--- src/rtl/alu_pkg.sv ---
// Shared encodings, instruction field positions and legality check for the ALU operand stage.
// Optional feature macro used by the stage: ALU_OPERAND_BYPASS_EN.
package alu_pkg;

    typedef enum logic [3:0] {
        OP_ADD = 4'd0,
        OP_SUB = 4'd1,
        OP_MUL = 4'd2,
        OP_OR  = 4'd3,
        OP_AND = 4'd4,
        OP_XOR = 4'd5
    } alu_op_e;

    typedef enum logic [2:0] {
        SH_NONE = 3'd0,
        SH_SHR  = 3'd1,
        SH_SHL  = 3'd2,
        SH_ROR  = 3'd3
    } alu_shift_e;

    localparam int OP_MSB      = 27;
    localparam int OP_LSB      = 24;
    localparam int RD_MSB      = 23;
    localparam int RD_LSB      = 20;
    localparam int RS1_MSB     = 19;
    localparam int RS1_LSB     = 16;
    localparam int RS2_MSB     = 15;
    localparam int RS2_LSB     = 12;
    localparam int IMM_MSB     = 11;
    localparam int IMM_LSB     = 4;
    localparam int IMM_SEL_BIT = 3;
    localparam int SH_MSB      = 2;
    localparam int SH_LSB      = 0;

    localparam logic [3:0] OP_LAST = OP_XOR;
    localparam logic [2:0] SH_LAST = SH_ROR;

    function automatic logic is_legal(input logic [31:0] instr);
        logic [3:0] op;
        logic [2:0] sh;
        op = instr[OP_MSB:OP_LSB];
        sh = instr[SH_MSB:SH_LSB];
        return (op <= OP_LAST) && (sh <= SH_LAST);
    endfunction

endpackage

--- src/rtl/alu_scoreboard.sv ---
// Per-register pending bits and the issue hazard check for the ALU operand stage.
// With ALU_OPERAND_BYPASS_EN a register being written back this cycle no longer blocks issue.
module alu_scoreboard
    import alu_pkg::*;
#(
    parameter int NREGS = 16
) (
    input  logic       clk,
    input  logic       rst,
    input  logic       chk_valid,
    input  logic [3:0] rs1,
    input  logic [3:0] rs2,
    input  logic [3:0] rd,
    input  logic       imm_sel,
    input  logic       set_en,
    input  logic       wb_en,
    input  logic [3:0] wb_addr,
    output logic       hazard
);

    localparam int AW = $clog2(NREGS);

    logic [NREGS-1:0] pend_q;
    logic [NREGS-1:0] pend_d;
    logic [NREGS-1:0] clr_s;
    logic [NREGS-1:0] set_s;
    logic [NREGS-1:0] busy_s;

    // Pending update: the set is applied after the clear so a new issue to the same rd wins.
    always_comb begin
        clr_s = {NREGS{1'b0}};
        set_s = {NREGS{1'b0}};
        if (wb_en) begin
            clr_s[wb_addr[AW-1:0]] = 1'b1;
        end else begin
            clr_s = {NREGS{1'b0}};
        end
        if (set_en && (rd != 4'd0)) begin
            set_s[rd[AW-1:0]] = 1'b1;
        end else begin
            set_s = {NREGS{1'b0}};
        end
        pend_d    = (pend_q & ~clr_s) | set_s;
        pend_d[0] = 1'b0;
    end

`ifdef ALU_OPERAND_BYPASS_EN
    assign busy_s = pend_q & ~clr_s;
`else
    assign busy_s = pend_q;
`endif

    assign hazard = chk_valid & (busy_s[rs1[AW-1:0]]
                               | (~imm_sel & busy_s[rs2[AW-1:0]])
                               | busy_s[rd[AW-1:0]]);

    // Pending-bit register.
    always_ff @(posedge clk) begin
        if (rst) begin
            pend_q <= {NREGS{1'b0}};
        end else begin
            pend_q <= pend_d;
        end
    end

endmodule

--- src/rtl/alu_operand_stage.sv ---
// Issue stage in front of the combinational ALU: decode, register-file read, RAW/WAW interlock.
// Define ALU_OPERAND_BYPASS_EN to forward writeback data and issue in the writeback cycle.
module alu_operand_stage
    import alu_pkg::*;
#(
    parameter int NREGS = 16,
    parameter int XLEN  = 32
) (
    input  logic            clk,
    input  logic            rst,
    input  logic            in_valid,
    output logic            in_ready,
    input  logic [31:0]     in_instr,
    output logic            out_valid,
    input  logic            out_ready,
    output logic [XLEN-1:0] alu_in1,
    output logic [XLEN-1:0] alu_in2,
    output logic [31:0]     alu_instr,
    output logic [3:0]      out_rd,
    input  logic            wb_en,
    input  logic [3:0]      wb_addr,
    input  logic [XLEN-1:0] wb_data,
    output logic            err_illegal
);

    localparam int AW = $clog2(NREGS);

    logic [XLEN-1:0] regs_q [NREGS];
    logic [XLEN-1:0] regs_d [NREGS];

    logic [3:0]      rd_s;
    logic [3:0]      rs1_s;
    logic [3:0]      rs2_s;
    logic [7:0]      imm8_s;
    logic            imm_sel_s;
    logic            legal_s;
    logic            hazard_s;
    logic            accept_s;
    logic            issue_s;
    logic            fwd_a_s;
    logic            fwd_b_s;
    logic [XLEN-1:0] op_a_s;
    logic [XLEN-1:0] op_b_s;

    logic            out_valid_q, out_valid_d;
    logic [XLEN-1:0] alu_in1_q, alu_in1_d;
    logic [XLEN-1:0] alu_in2_q, alu_in2_d;
    logic [31:0]     alu_instr_q, alu_instr_d;
    logic [3:0]      out_rd_q, out_rd_d;
    logic            err_q, err_d;

    assign rd_s      = in_instr[RD_MSB:RD_LSB];
    assign rs1_s     = in_instr[RS1_MSB:RS1_LSB];
    assign rs2_s     = in_instr[RS2_MSB:RS2_LSB];
    assign imm8_s    = in_instr[IMM_MSB:IMM_LSB];
    assign imm_sel_s = in_instr[IMM_SEL_BIT];
    assign legal_s   = is_legal(in_instr);

    alu_scoreboard #(
        .NREGS (NREGS)
    ) u_scoreboard (
        .clk       (clk),
        .rst       (rst),
        .chk_valid (in_valid & legal_s),
        .rs1       (rs1_s),
        .rs2       (rs2_s),
        .rd        (rd_s),
        .imm_sel   (imm_sel_s),
        .set_en    (issue_s),
        .wb_en     (wb_en),
        .wb_addr   (wb_addr),
        .hazard    (hazard_s)
    );

    // Illegal words are accepted under the same output-slot rule but never issue.
    assign in_ready = ~hazard_s & (~out_valid_q | out_ready);
    assign accept_s = in_valid & in_ready;
    assign issue_s  = accept_s & legal_s;

`ifdef ALU_OPERAND_BYPASS_EN
    assign fwd_a_s = wb_en & (wb_addr == rs1_s);
    assign fwd_b_s = wb_en & (wb_addr == rs2_s);
`else
    assign fwd_a_s = 1'b0;
    assign fwd_b_s = 1'b0;
`endif

    // Operand read: R0 is hard zero, operand B may be the zero-extended immediate.
    always_comb begin
        op_a_s = {XLEN{1'b0}};
        op_b_s = {XLEN{1'b0}};
        if (rs1_s == 4'd0) begin
            op_a_s = {XLEN{1'b0}};
        end else if (fwd_a_s) begin
            op_a_s = wb_data;
        end else begin
            op_a_s = regs_q[rs1_s[AW-1:0]];
        end
        if (imm_sel_s) begin
            op_b_s = {{(XLEN-8){1'b0}}, imm8_s};
        end else if (rs2_s == 4'd0) begin
            op_b_s = {XLEN{1'b0}};
        end else if (fwd_b_s) begin
            op_b_s = wb_data;
        end else begin
            op_b_s = regs_q[rs2_s[AW-1:0]];
        end
    end

    // Register-file next state: writeback lands at the clock edge, R0 never changes.
    always_comb begin
        regs_d = regs_q;
        if (wb_en && (wb_addr != 4'd0)) begin
            regs_d[wb_addr[AW-1:0]] = wb_data;
        end else begin
            regs_d[0] = {XLEN{1'b0}};
        end
    end

    // Output slot: load on issue, hold while stalled, empty after a consume.
    always_comb begin
        out_valid_d = out_valid_q;
        alu_in1_d   = alu_in1_q;
        alu_in2_d   = alu_in2_q;
        alu_instr_d = alu_instr_q;
        out_rd_d    = out_rd_q;
        err_d       = err_q;
        if (issue_s) begin
            out_valid_d = 1'b1;
            alu_in1_d   = op_a_s;
            alu_in2_d   = op_b_s;
            alu_instr_d = in_instr;
            out_rd_d    = rd_s;
        end else if (out_ready) begin
            out_valid_d = 1'b0;
        end else begin
            out_valid_d = out_valid_q;
        end
        if (accept_s && !legal_s) begin
            err_d = 1'b1;
        end else begin
            err_d = err_q;
        end
    end

    // State registers.
    always_ff @(posedge clk) begin
        if (rst) begin
            out_valid_q <= 1'b0;
            alu_in1_q   <= {XLEN{1'b0}};
            alu_in2_q   <= {XLEN{1'b0}};
            alu_instr_q <= 32'd0;
            out_rd_q    <= 4'd0;
            err_q       <= 1'b0;
            for (int i = 0; i < NREGS; i++) begin
                regs_q[i] <= {XLEN{1'b0}};
            end
        end else begin
            out_valid_q <= out_valid_d;
            alu_in1_q   <= alu_in1_d;
            alu_in2_q   <= alu_in2_d;
            alu_instr_q <= alu_instr_d;
            out_rd_q    <= out_rd_d;
            err_q       <= err_d;
            regs_q      <= regs_d;
        end
    end

    assign out_valid   = out_valid_q;
    assign alu_in1     = alu_in1_q;
    assign alu_in2     = alu_in2_q;
    assign alu_instr   = alu_instr_q;
    assign out_rd      = out_rd_q;
    assign err_illegal = err_q;

endmodule

--- config.mk ---
export PLATFORM = sky130hd
export DESIGN_NAME = alu_operand_stage
export DESIGN_NICKNAME = d
export VERILOG_FILES = /design/src/rtl/alu_pkg.sv /design/src/rtl/alu_scoreboard.sv /design/src/rtl/alu_operand_stage.sv
export SDC_FILE = /design/constraint.sdc
export NUM_CORES = 2
export LEC_CHECK = 0
export CELL_PAD_IN_SITES_DETAIL_PLACEMENT = 0
export CELL_PAD_IN_SITES_GLOBAL_PLACEMENT = 1
export CORE_MARGIN = 2
export CORE_UTILIZATION = 50
export DETAILED_ROUTE_END_ITERATION = 16
export GPL_TIMING_DRIVEN = 0
export PLACE_DENSITY_LB_ADDON = 0.1
export SYNTH_ARGS = -nofsm -noshare
export SYNTH_HDL_FRONTEND = slang
export SYNTH_SLANG_ARGS = --single-unit
--- constraint.sdc ---
create_clock -name clk -period 4.8 [get_ports clk]
set_input_delay 0.48 -clock clk [delete_from_list [all_inputs] [get_ports clk]]
set_output_delay 0.48 -clock clk [all_outputs]
set_load 0.03 [all_outputs]
# Word-level counts from Yosys, hierarchy flattened
# Index checks and enable logic that the tools add are counted.
# totals
out_inout_bits	103
word_cells	95
ff_bits	630
in_bits	73
# classes
magnitude_cmp	12
n_mux	26
bitwise_logic	19
n_reduce_logical	14
# ops
operator	n
$bwmux W512	1
$bmux W32 S4	2
$mux W32	8
$demux W32 S4	1
$mux W16	2
$lt A4 B5 Y1 const B	4
$and A16 B16 Y16	1
$not A16 Y16	1
$or A16 B16 Y16	1
$ge A5 B5 Y1 const B	3
$not A4 Y5	3
$bmux W1 S4	3
$demux W1 S4	2
$ge A4 B1 Y1 const B	2
$logic_not A4 Y1	2
$reduce_bool A4 Y1	2
$logic_and A1 B1 Y1	7
$mux W1	7
$and A1 B1 Y1	6
$lt A5 B1 Y1 const B	1
$le A4 B3 Y1 const B	1
$not A1 Y1	4
$le A3 B2 Y1 const B	1
$or A1 B1 Y1	3
3 further kinds	3

# Longest topological paths before layout
# depth
ltp_word	13
mapped_depth	10
ltp_nobuf	5

# Modules after synthesis
# A second synthesis with hierarchy kept.
# unflattened
cells_unflattened	3186
hier_area_um2	29668.5
# by_module_without_submodules
mod	seq_area_each_um2	area_per_inst_um2	instances	cells_each
alu_operand_stage	12211.7	28652.5	1	3069
alu_scoreboard	300.3	1016.0	1	117

# Worst setup path before layout
# Ideal clock, no wire load.
# synth_path
path_kind	input port to output port
startpoint	in in_instr[21]
endpoint	out in_ready
arrival_time_ns	2.208
setup_slack_ns	2.112
required_ns	4.320
n_path_buf	1
path_stages	6
cell_sequence	buf_2 -> mux4_2 -> a32oi_1 -> o311a_1 -> nand3_1 -> a31oi_1
# synth_between
elab_chain_len	6
# synth_rtl
element	line	source
from (decl)	alu_operand_stage.sv:13	input logic [31:0] in_instr,
$bmux W1 S4	alu_scoreboard.sv:55	| busy_s[rd[AW-1:0]]);
$mux W1 (implied by the code)	alu_scoreboard.sv:55	
$or A1 B1 Y1	alu_scoreboard.sv:55	
$and A1 B1 Y1	alu_scoreboard.sv:53	assign hazard = chk_valid & (busy_s[rs1[AW-1:0]]
$not A1 Y1	alu_operand_stage.sv:76	assign in_ready = ~hazard_s & (~out_valid_q | out_ready);
$and A1 B1 Y1	alu_operand_stage.sv:76	
to (decl)	alu_operand_stage.sv:12	output logic in_ready,
# No other way between the ends. The select of a mux whose other input is x is not followed.

# Worst setup path after layout
# layout_path
startpoint	in in_instr[18]
endpoint	out in_ready
# layout_between
elab_chain_len	7
# layout_rtl
element	line	source
$bmux W1 S4	alu_scoreboard.sv:53	
$mux W1 (implied by the code)	alu_scoreboard.sv:53	
$or A1 B1 Y1	alu_scoreboard.sv:54	| (~imm_sel & busy_s[rs2[AW-1:0]])
$or A1 B1 Y1	alu_scoreboard.sv:55	
$and A1 B1 Y1	alu_scoreboard.sv:53	
$not A1 Y1	alu_operand_stage.sv:76	
$and A1 B1 Y1	alu_operand_stage.sv:76	
# No other way between the ends. The select of a mux whose other input is x is not followed.

==> flow_metrics.py <==
metrics = {
    "status": {
        "status": "completed",
    },
    "clock_tree": {
        "post_cts_buffers": 0,
        "cts_repair_resize_count": 0,
        "cts_root_buf": "clkbuf_16",
        "insertion_delay_ns": 0.64,
        "htree_levels": 3,
        "numClockSinks": 625,
        "cts_buffers": 73,
        "clk_pin_slew_worst_paths_ns": 0.06,
        "clockBufferDepth": 3,
        "cts_tree": "done",
        "postCtsHoldBufs": 0,
    },
    "timing": {
        "skew_ns": 0.0137,
        "rsz0062_at_grt": "false",
        "finalMaxSlewViolations": 0,
        "layout_min_cycle_time_ns": 4.36,
        "worst_pin_slew_ns": 1.42,
        "final_hold_viol_count": 0,
        "finalCritPeriodShare_pct": 90.8,
        "fin_ws_ns": 0.442,
        "setup_viol": 0,
        "setup_tns_ns": 0,
        "maxSlewHeadroom_pct": 4.29,
        "fmax_mhz": 229,
    },
    "worst_setup_path": {
        "r2r_slack_ns": 2.41,
        "crit_type": "in2out",
        "crit_path_end_kind": "output port",
        "cp-endpoint": "in_ready",
        "cp.arrival_ns": 3.88,
        "cp_max_fo": 10,
        "cp_data_required_time_ns": 4.32,
        "r2r-start": "u_scoreboard.busy_s[14]",
        "start_kind": "primary input",
        "cp-startpoint": "in_instr[18]",
        "r2r_cells": 8,
        "r2r-end": "alu_in1[13]",
    },
    "run": {
        "maxCapViolCount": 0,
    },
    "min_path": {
        "worst_hold_path_type": "in2reg",
    },
    "logic_synthesis": {
        "synthDistinctLibCells": 45,
        "synth_edf_count": 0,
        "synth.area.top_cells": "dfxtp_1 (41%), mux4_2 (18%), nand2_1 (14%), a21oi_1 (8.0%), mux2i_1 (5.2%)",
        "yosys_warnings": 0,
        "async_flop_share_pct": 0,
        "synth.net_count": 3476,
        "synth_area_um2": 30700,
        "yosysTopAreaCell": "dfxtp_1",
        "synth_top_area_share_pct": 40.7,
        "ys_seq_area_share_pct": 40.7,
        "ys_ff_latch": 625,
        "yosys-top-cells-count": "nand2_1 (1143), dfxtp_1 (625), a21oi_1 (490)",
        "synth-main-ff-cell": "dfxtp_1",
        "synth_most_common_cell": "nand2_1",
        "avgSynthCellArea_um2": 9.03,
        "synth_cells": 3403,
    },
    "pwr": {
        "leakage_nw": 12.1,
        "p_per_area_nw_per_um2": 340,
        "finalPower_w": 0.0121,
        "ir_drop_mv": 0.252,
    },
    "finish": {
        "utilization_pct": 59.1,
        "final_nets": 3719,
        "drive_above_1_share_pct": 12.9,
        "multi_input_area_um2": 16800,
        "regArea_um2": 12500,
        "n_fill_cell": 5415,
        "area_growth_pct": 16.4,
    },
    "die": {
        "floorplan.initialDensity_pct": 50.7,
        "row_count": 90,
        "ios": 176,
        "core-area_um2": 60600,
        "die_h_um": 252,
        "fp.dieW_um": 252,
        "die_area_um2": 63500,
    },
    "placed_design": {
        "place_congestion": 0.932,
        "portBuffers": 167,
        "dpl.hpwl_mm": 89.3,
        "place_ws_ns": 0.568,
    },
    "global_routing": {
        "antenna_found_initial": 4,
        "grt_max_degree": 13,
        "grt_pass1_vias": 27300,
        "track_usage_pct": 38.6,
        "grt_pass1_wl_mm": 178,
        "gr-total-overflow": 0,
    },
    "route": {
        "drtPass1Iterations": 6,
        "drc": 0,
        "wl_per_cell_um": 27.8,
        "vias": 28100,
        "drt-total-wl_mm": 125,
        "ant_nets": 0,
        "via_per_inst": 6.27,
        "first_iter_violations": 3622,
    },
}
[registers in the layout, summed over array words and instances, names as in the netlist]
name and cells:
err_illegal 1, alu_in2 32, regs_q 512, u_scoreboard.busy_s 15
alu_in1 32, alu_instr 32, out_valid 1
[layout make-up]
cell class	count	area share [%]
multi-input combinational	2451	47.1
sequential	625	35.0
clock buffer	108	5.92
timing repair buffer	168	4.69
buffer	321	3.82
tap	782	2.73
clock inverter	24	0.731
inverter	6	0.0630
antenna	1	0.00699
[stage by stage]
step	cells	cell area, µm²	hold slack (ns)
floorplan	3403	30700	0.425
global placement	4352	33400	0.437
detailed placement	4353	33400	0.442
CTS	4485	35800	0.217
global route	4485	35800	0.243
finish	4486	35800	0.226
[worst min-delay path by stage]
| stage | end | start | depth (start not counted) |
|---|---|---|---|
| CTS | alu_instr[20] | in_instr[20] | 3 |
| finish | alu_instr[20] | in_instr[20] | 3 |
| detailed placement | regs_q[485] | regs_q[485] | 1 |
| global route | alu_instr[20] | in_instr[20] | 3 |
| floorplan | regs_q[480] | regs_q[480] | 1 |
| global placement | regs_q[481] | regs_q[481] | 1 |
[worst max-delay path, cell delays in order]
cell	delay [ns]
clkdlybuf4s50_1	0.54
clkbuf_1	0.84
inv_1	0.47
o21bai_1	0.37
o22a_1	0.20
nand3_1	0.11
a31oi_1	0.18
clkdlybuf4s50_1	0.69
[cells in the final DEF, fill, tap and decap left out, types with 14 or more instances in the layout]
cell type / instances
clkdlybuf4s50_1: 167
dfxtp_1: 625
nand2_1: 1143
buf_1: 16
a21oi_1: 490
nand3_1: 15
mux2i_1: 159
buf_2: 44
clkbuf_1: 264
and2_1: 36
mux2_2: 44
mux4_2: 248
clkinv_2: 14
clkbuf_16: 74
clkbuf_8: 14
nor2_1: 24
o211ai_1: 56
nand2b_1: 138
[cell families (layout without fill, tap and decap cells)]
logic type	Yosys count	after routing	share of synthesized area [%]
flops	625	625	40.7
simple gates	1400	1400	19.0
other cells	0	1	0
buf+inv	327	627	4.51
mux	452	452	25.0
compound gates	599	599	10.8
[where the power goes]
part / internal (W) / leakage, nW / switching, W
clock: 0.00329 / 1.18 / 0.00238
combinational: 0.000372 / 5.85 / 0.000805
sequential: 0.00525 / 5.04 / 0.0000466
[layer usage]
metal	wire length, µm	global-route usage, %	vias up	part of all wire (%)
li1	-	-	12300	-
met3	14600	11.2	379	12
met4	5640	17.0	0	4.5
met5	0	0	-	0
met1	48700	50.2	13700	39
met2	55800	59.7	1738	45
Power figures use the tool's default switching activity.
